[src/rtl/paddle_ctrl.sv]
// paddle_ctrl: debounced two-button paddle mover with per-frame speed ramp and edge clamping.
module paddle_ctrl #(
    parameter int          MAX_X        = 640,
    parameter int          PADDLE_W     = 100,
    parameter int          PADDLE_H     = 8,
    parameter int          PADDLE_Y     = 464,
    parameter int          DB_CYCLES    = 250000,
    parameter int          SPEED_MIN    = 2,
    parameter int          SPEED_MAX    = 8,
    parameter int          RAMP_FRAMES  = 8,
    parameter logic [11:0] PADDLE_COLOR = 12'h0FF
) (
    input  logic        clk,
    input  logic        rst,
    input  logic        refr_tick,
    input  logic        btn_left,
    input  logic        btn_right,
    input  logic [9:0]  x,
    input  logic [9:0]  y,
    output logic [9:0]  paddle_x,
    output logic [9:0]  paddle_y,
    output logic        paddle_on,
    output logic [11:0] paddle_rgb
);
    typedef enum logic [1:0] {IDLE, MOVE_L, MOVE_R} state_t;
    localparam int CW = $clog2(DB_CYCLES + 1);
    localparam int SW = $clog2(SPEED_MAX + 1);
    localparam int RW = $clog2(RAMP_FRAMES + 1);
    localparam logic [10:0] X_MAX = 11'(MAX_X - PADDLE_W);

    logic [1:0]    raw, s1, s2, db;
    logic [CW-1:0] cnt [2];
    state_t        state, nstate;
    logic [SW-1:0] speed, nspeed;
    logic [RW-1:0] ramp_cnt, nramp;
    logic          same, wrap;
    logic [10:0]   sum;
    logic [9:0]    nx;

    assign raw = {btn_right, btn_left};

    always_ff @(posedge clk) begin
        if (rst) begin
            s1  <= '0;
            s2  <= '0;
            db  <= '0;
            cnt <= '{default: '0};
        end else begin
            s1 <= raw;
            s2 <= s1;
            for (int b = 0; b < 2; b++) begin
                if (s2[b] == db[b]) cnt[b] <= '0;
                else if (cnt[b] == CW'(DB_CYCLES - 1)) begin
                    db[b]  <= ~db[b];
                    cnt[b] <= '0;
                end else cnt[b] <= cnt[b] + 1'b1;
            end
        end
    end

    // next state/speed/position, committed only on refr_tick
    always_comb begin
        nstate = (db == 2'b01) ? MOVE_L : (db == 2'b10) ? MOVE_R : IDLE;
        same   = (nstate == state) && (nstate != IDLE);
        wrap   = ramp_cnt == RW'(RAMP_FRAMES - 1);
        nspeed = !same ? SW'(SPEED_MIN) : (wrap && speed < SW'(SPEED_MAX)) ? speed + 1'b1 : speed;
        nramp  = (!same || wrap) ? '0 : ramp_cnt + 1'b1;
        sum    = {1'b0, paddle_x} + 11'(nspeed);
        nx     = (nstate == MOVE_L) ? ((paddle_x < 10'(nspeed)) ? '0 : paddle_x - 10'(nspeed)) :
                 (nstate == MOVE_R) ? ((sum > X_MAX) ? X_MAX[9:0] : sum[9:0]) : paddle_x;
    end

    always_ff @(posedge clk) begin
        if (rst) begin
            state    <= IDLE;
            speed    <= SW'(SPEED_MIN);
            ramp_cnt <= '0;
            paddle_x <= 10'((MAX_X - PADDLE_W) / 2);
        end else if (refr_tick) begin
            state    <= nstate;
            speed    <= nspeed;
            ramp_cnt <= nramp;
            paddle_x <= nx;
        end
    end

    assign paddle_y   = 10'(PADDLE_Y);
    assign paddle_rgb = PADDLE_COLOR;
    assign paddle_on  = ({1'b0, x} >= {1'b0, paddle_x}) && ({1'b0, x} < {1'b0, paddle_x} + 11'(PADDLE_W)) &&
                        ({1'b0, y} >= 11'(PADDLE_Y)) && ({1'b0, y} < 11'(PADDLE_Y + PADDLE_H));
endmodule
[config.mk]
export PLATFORM = sky130hd
export DESIGN_NAME = paddle_ctrl
export DESIGN_NICKNAME = d
export VERILOG_FILES = /design/src/rtl/paddle_ctrl.sv
export SDC_FILE = /design/constraint.sdc
export NUM_CORES = 1
export LEC_CHECK = 0
export ABC_CLOCK_PERIOD_IN_PS = 3500
export BUFFER_PORTS_ARGS = -buffer_cell sky130_fd_sc_hd__buf_2
export CORE_MARGIN = 2
export CORE_UTILIZATION = 45
export DETAILED_ROUTE_END_ITERATION = 8
export PLACE_DENSITY = 0.75
export SYNTH_ARGS = -nofsm -noshare
export SYNTH_HDL_FRONTEND = slang
export SYNTH_SLANG_ARGS = --single-unit
[constraint.sdc]
create_clock -name clk -period 3.5 [get_ports clk]
set_input_delay 0.525 -clock clk [delete_from_list [all_inputs] [get_ports clk]]
set_output_delay 0.525 -clock clk [all_outputs]
set_load 0.05 [all_outputs]
## After elaboration in Yosys (flattened, before gate mapping)

Cells that the tools add are included.

- $add $sub $neg: 7
- Order comparisons: 7
- Equal/unequal tests: 10
- Multiplexer cells: 9
- Bitwise logic cells: 4
- Reduce and logical (&&, ||, !) cells: 14

Operators with widths:

| operator | count |
|---|---|
| $mux 10 | 4 |
| $add 18x1->18 const B | 2 |
| $eq 18x18->1 const B | 2 |
| $mux 4 | 3 |
| $add 10x4->11 | 1 |
| $add 10x7->11 const B | 1 |
| $gt 11x10->1 const B | 1 |
| $lt 10x11->1 | 1 |
| $ge 10x10->1 | 1 |
| $ge 10x9->1 const B | 1 |
| $lt 10x4->1 | 1 |
| $lt 10x9->1 const B | 1 |
| $sub 10x4->10 | 1 |
| $add 4x1->4 const B | 2 |
| $reduce_and 2->1 | 3 |
| $reduce_or 3->1 | 2 |
| $logic_and 1x1->1 | 5 |
| $eq 2x1->1 const B | 2 |
| $eq 2x2->1 const B | 2 |
| $eq 4x3->1 const B | 1 |
| $lt 4x4->1 const B | 1 |
| $mux 2 | 2 |
| $not 1->1 | 4 |
| $reduce_bool 2->1 | 2 |
| 4 further kinds | 5 |

- Register bits after elaboration: 62
- Input port bits: 25
- Output and inout bits: 33
- Logic and storage cells: 61

## Logic depth before layout (Yosys ltp)

- Depth in word-level cells: 11
- Mapped depth: 17
- Mapped depth without buffers: 15

## Worst setup path before layout

OpenSTA, ideal clock, no wires.

- Path kind: reg-to-output
- Start: register paddle_x[4]
- End: output paddle_on
- Arrival: 3.653 ns
- Path slack: -0.678 ns
- Stages on the path, launching flop included: 10
- Buffers on the path: 1
- Cell sequence: dfxtp_1 buf_6 nand3_1 and3_1 xnor2_1 ha_1 a21o_1 a211oi_1 a21oi_1 nor4_1

- Word-level cells in the longest chain between the ends: 5
- Elaborated cells between the ends (all ways): 6
- Classes of those cells: add/sub (1); order compare (2); reduce/logical (3)

Ends and longest elaborated chain:

| item | line | RTL |
|---|---|---|
| start, declared | 20 | `output logic [9:0] paddle_x,` |
| start signal, assigned | 78 | `paddle_x <= 10'((MAX_X - PADDLE_W) / 2);` |
| start signal, assigned | 83 | `paddle_x <= nx;` |
| $add 10x7->11 | 89 | `assign paddle_on = ({1'b0, x} >= {1'b0, paddle_x}) && ({1'b0, x} < {1'b0, paddle_x} + 11'(PADDLE_W)) &&` |
| $lt 10x11->1 | 89 |  |
| $logic_and 1x1->1 (*) (2 in series) | 89 |  |
| $logic_and 1x1->1 (*) | 90 | `({1'b0, y} >= 11'(PADDLE_Y)) && ({1'b0, y} < 11'(PADDLE_Y + PADDLE_H));` |
| end, declared | 22 | `output logic paddle_on,` |

Every way passes the cells marked *; elsewhere a longest branch is shown, timed or not.

## Worst setup path in the final report

- Start: register ramp_cnt[0]
- End: register paddle_x[3]

- Word-level cells in the longest chain between the ends: 9
- Elaborated cells between the ends (all ways): 12
- Classes of those cells: add/sub (2); order compare (2); eq/ne (1); mux (6); reduce/logical (1)

Ends and longest elaborated chain:

| item | line | RTL |
|---|---|---|
| start, declared | 35 | `logic [RW-1:0] ramp_cnt, nramp;` |
| start signal, assigned | 82 | `ramp_cnt <= nramp;` |
| $eq 4x3->1 (*) | 65 | `wrap = ramp_cnt == RW'(RAMP_FRAMES - 1);` |
| $logic_and 1x1->1 (*) | 66 | `nspeed = !same ? SW'(SPEED_MIN) : (wrap && speed < SW'(SPEED_MAX)) ? speed + 1'b1 : speed;` |
| $mux 4 (*) (2 in series) | 66 |  |
| net nspeed[0] | 34 | `logic [SW-1:0] speed, nspeed;` |
| $add 10x4->11 | 68 | `sum = {1'b0, paddle_x} + 11'(nspeed);` |
| $gt 11x10->1 | 70 | `(nstate == MOVE_R) ? ((sum > X_MAX) ? X_MAX[9:0] : sum[9:0]) : paddle_x;` |
| $mux 10 (2 in series) | 70 |  |
| $mux 10 (*) | 69 | `nx = (nstate == MOVE_L) ? ((paddle_x < 10'(nspeed)) ? '0 : paddle_x - 10'(nspeed)) :` |

Mark *: on every way through the listed nets, which the timed path passes. The rest lies on a longest branch. The select of a mux whose other input is x is not followed.
A chain may end at the register's enable or synchronous reset.

==> impl_summary.log <==
[metrics] switching portion of total power: between 20% and 30%
[metrics] final setup violation count: 0
[metrics] post-placement worst setup slack: -18.00 ps
[metrics] part of the power in combinational logic: under 10%
[metrics] final weighted congestion of routability-driven global placement: a little under 0.9
[metrics] HP Class: input pin to flip-flop
[metrics] relative max-transition margin: about half
[metrics] Port Buffers: 32
[metrics] Total Die Area: between 9000 and 10000 um^2
[metrics] Core ar.: around 8800 um^2
[metrics] Seq/Total Area, Yosys: 30.51%
[metrics] Critical Path Source Type: flip-flop
[metrics] clock edge transition at the registers on the reported setup and hold paths: 80 ps
[metrics] setup slack of the most critical reg-to-reg path: between 60 and 70 ps
[metrics] number of antenna diodes: 0
[metrics] fin. max-slew vios: 0
[metrics] wire length of the first global-routing pass: 14700 um
[metrics] floorplan row count: 34
[metrics] fraction of final layout cells with drive strength greater than 1: between 10% and 20%
[metrics] Worst Setup Slack, final: 69.30 ps
[metrics] per-cell via count in the routed design: ~5.4
[metrics] number of primary I/O pins: between 50 and 60
[metrics] sequential power share: 43.5%
[metrics] worst hold stages: 2
[metrics] count of endpoints failing hold in the final timing report: 0
[metrics] Bufs on Longest Clock Path: 2
[metrics] number of instances in the synthesized netlist: between 400 and 500
[metrics] flip-flop and latch count after synthesis: 62
[metrics] critical path class: flip-flop to flip-flop
[metrics] Warnings, synthesis: 0
[metrics] final period demand of the worst path: about 3400 ps
[metrics] count of clock tree sinks: 62
[metrics] type of element capturing the critical path: flip-flop
[metrics] Net Sw Power: 0.3854 mW
[metrics] Cell variety after synth: 62
[metrics] die span in x: 99.08 um
[metrics] Final Instance Area: 4687 um^2
[metrics] async set or reset register ratio after synthesis: 0%
[metrics] biggest fanout along the worst timing path: 4
[metrics] Synth Area per Inst: 8.184 um^2
[metrics] Worst Max-Slew Pin Slew: ~760 ps
[metrics] worst path required time: approximately 3700 ps
[metrics] ratio of final minimum period to clock period: 98.02%
[metrics] vertical die dimension: between 90 and 100 um
[metrics] Starting Density: 46.42%
[metrics] largest net degree at the start of global routing: 32
[metrics] initial detailed-routing violation count: approximately 180
[metrics] f_max: 291.5 MHz
[metrics] Clock Latency Late Sink: 340 ps
[metrics] post-detailed-placement cell area: between 4000 and 5000 um^2
[metrics] vias in the first global route: about 3400
[metrics] MaxCap Viol Count: 0
[metrics] part of the total power dissipated in the clock network: between 40% and 50%
[metrics] count of unresolved DRC violations after routing: 0
[metrics] CTS tree: done
[metrics] aggregate routed wire length: 8889 um
[metrics] number of flops mapped to enable cells by yosys: 0
[metrics] number of buffers added to fix hold violations after cts: 0
[metrics] leakage: between 1.5 and 2 nW
[metrics] remaining global-route overflow: 0
[metrics] total number of vias: around 3500
[metrics] root buffer cell: sky130_fd_sc_hd__clkbuf_8
[metrics] Antenna Violating Nets Remaining: 0
[metrics] design internal power: about 1.3 mW
[metrics] pwr dens: between 300 and 400 nW/um^2
[metrics] reg2reg path depth: 15
[metrics] final setup skew: approximately 13 ps
[metrics] synthesis-to-layout area growth: 15.23%
[metrics] total CTS buffers: 9
[metrics] worst slack on hold paths: ~400 ps
[metrics] number of antenna violations at the first check in global routing: 0
[metrics] Worst Path Arrival: ~3600 ps
[metrics] Netlist Area Pre-Place: slightly above 4000 um^2
[metrics] peak supply drop: between 150 and 200 uV
[metrics] run status: finished, final reports clean
[metrics] DPL Wire Length: ~6200 um
[metrics] routed wire length per instance: 13.70 um
[metrics] final net count: roughly 600
[metrics] Initial DRT Pass Iterations: 4
[metrics] dominant synthesized flop cell: sky130_fd_sc_hd__dfxtp_1
[metrics] All-Layer GR Usage: a little under a fifth
[metrics] number of H-tree levels: 3
## final timing paths
path	start	end
min	btn_left	s1[0]$_SDFF_PP0_
max	ramp_cnt[0]$_SDFFE_PP0P_	paddle_x[3]$_SDFFE_PP1P_
min reg2reg	s1[0]$_SDFF_PP0_	s2[0]$_SDFF_PP0_
max reg2reg	ramp_cnt[0]$_SDFFE_PP0P_	paddle_x[3]$_SDFFE_PP1P_
## synthesized netlist by cell type (4+ instances only)
library cell	number	area (um^2)
sky130_fd_sc_hd__nand4_1	11	68.82
sky130_fd_sc_hd__buf_2	8	40.04
sky130_fd_sc_hd__nand2_1	24	90.09
sky130_fd_sc_hd__nor2_1	80	300.3
sky130_fd_sc_hd__nand3_1	23	115.1
sky130_fd_sc_hd__xnor2_1	29	254.0
sky130_fd_sc_hd__nor2b_1	12	75.07
sky130_fd_sc_hd__nand2b_1	6	37.54
sky130_fd_sc_hd__xor2_1	22	192.7
sky130_fd_sc_hd__a22oi_1	4	30.03
sky130_fd_sc_hd__a31oi_1	4	25.02
sky130_fd_sc_hd__buf_4	25	187.7
sky130_fd_sc_hd__a21oi_1	19	95.09
sky130_fd_sc_hd__ha_1	33	412.9
sky130_fd_sc_hd__dfxtp_1	62	1241
sky130_fd_sc_hd__inv_1	22	82.58
sky130_fd_sc_hd__nor3_1	16	80.08
sky130_fd_sc_hd__or3_1	5	31.28
sky130_fd_sc_hd__mux2i_1	8	80.08
sky130_fd_sc_hd__nor4_1	8	50.05
sky130_fd_sc_hd__clkbuf_1	4	15.01
sky130_fd_sc_hd__o21ai_0	10	50.05
## layout make-up
cell class / count / area (um^2)
clock inverters: 3 / 90.09
repair buffers: 50 / 295.3
flip-flops and latches: 62 / 1245
well taps: 108 / 135.1
clock buffers: 13 / 158.9
multi-input cells: 388 / 2669
fillers: 791 / 4076
inverters: 25 / 93.84
## kinds of logic after synthesis
family | count (synthesis) | share of synthesized area (%)
AOI/OAI and AO/OA | 71 | 11.84
xor gates and xnor gates | 51 | 10.98
adders and majority gates | 35 | 11.14
buffers and inverters | 67 | 9.289
DFF | 62 | 30.51
muxes | 9 | 2.246
other | 2 | 0.1846
and+or+nand+nor | 200 | 23.81
## metal layers
metal  GRT usage, %  wire length, um
met2          30.87             4370
met3          4.681              504
met4          5.796              138
met5              0                0
met1          22.04             3876
## cell usage in the layout (no fill, tap or decap), types with 6 or more instances in the layout
master / instances
sky130_fd_sc_hd__xnor2_1: 29
sky130_fd_sc_hd__nand2_1: 24
sky130_fd_sc_hd__dfxtp_1: 59
sky130_fd_sc_hd__nor4_1: 6
sky130_fd_sc_hd__nand4_1: 11
sky130_fd_sc_hd__nor2b_1: 12
sky130_fd_sc_hd__nand3_1: 22
sky130_fd_sc_hd__conb_1: 22
sky130_fd_sc_hd__inv_1: 22
sky130_fd_sc_hd__nor2_1: 77
sky130_fd_sc_hd__mux2i_1: 8
sky130_fd_sc_hd__clkbuf_8: 11
sky130_fd_sc_hd__a21oi_1: 17
sky130_fd_sc_hd__buf_2: 32
sky130_fd_sc_hd__nor3_1: 15
sky130_fd_sc_hd__xor2_1: 22
sky130_fd_sc_hd__ha_1: 30
sky130_fd_sc_hd__buf_4: 18
sky130_fd_sc_hd__o21ai_0: 9
## state kept, by name (all words and copies together) (netlist names)
name      cells
s2            2
cnt          36
s1            2
db            2
paddle_x     10
ramp_cnt      4
state         2
speed         4
## critical path, stage by stage, from the launching register on
cell	delay [ps]
sky130_fd_sc_hd__dfxtp_1	360
sky130_fd_sc_hd__ha_2	210
sky130_fd_sc_hd__nand3b_1	170
sky130_fd_sc_hd__nor2_4	200
sky130_fd_sc_hd__xnor2_1	140
sky130_fd_sc_hd__nor2_1	80
sky130_fd_sc_hd__ha_1	240
sky130_fd_sc_hd__fa_2	380
sky130_fd_sc_hd__nor2b_2	180
sky130_fd_sc_hd__or3_1	340
sky130_fd_sc_hd__a21oi_2	200
sky130_fd_sc_hd__nor4_2	60
sky130_fd_sc_hd__buf_4	160
sky130_fd_sc_hd__o31ai_4	330
sky130_fd_sc_hd__buf_4	170
sky130_fd_sc_hd__a31oi_1	70
## power groups by stage
stage	combinational (mW)	sequential [mW]	clock, mW
2_1_floorplan	0.127	0.735	0
3_3_place_gp	0.134	0.731	0
3_5_place_dp	0.138	0.732	0
4_1_cts	0.139	0.716	0.800
5_1_grt	0.153	0.716	0.839
6_report	0.140	0.716	0.790
## stage by stage
stage / cells / TNS [ps] / utilization [%] / power [mW]
2_1_floorplan: 517 / 0 / - / 0.8620
3_3_place_gp: 630 / 0 / 48.97 / 0.8657
3_5_place_dp: 630 / -18.00 / 48.97 / 0.8699
4_1_cts: 646 / 0 / 52.16 / 1.655
5_1_grt: 649 / -200.7 / 53.48 / 1.708
6_report: 649 / 0 / 53.48 / 1.646
## repair_timing
| action | in CTS | in global routing |
|---|---|---|
| endpoints found under the setup margin | 4 | 10 |
| setup buffers | 0 | 3 |
| resized for setup | 5 | 22 |
| pin swaps | 1 | 4 |
No activity file was read; power rests on OpenSTA's default activity.
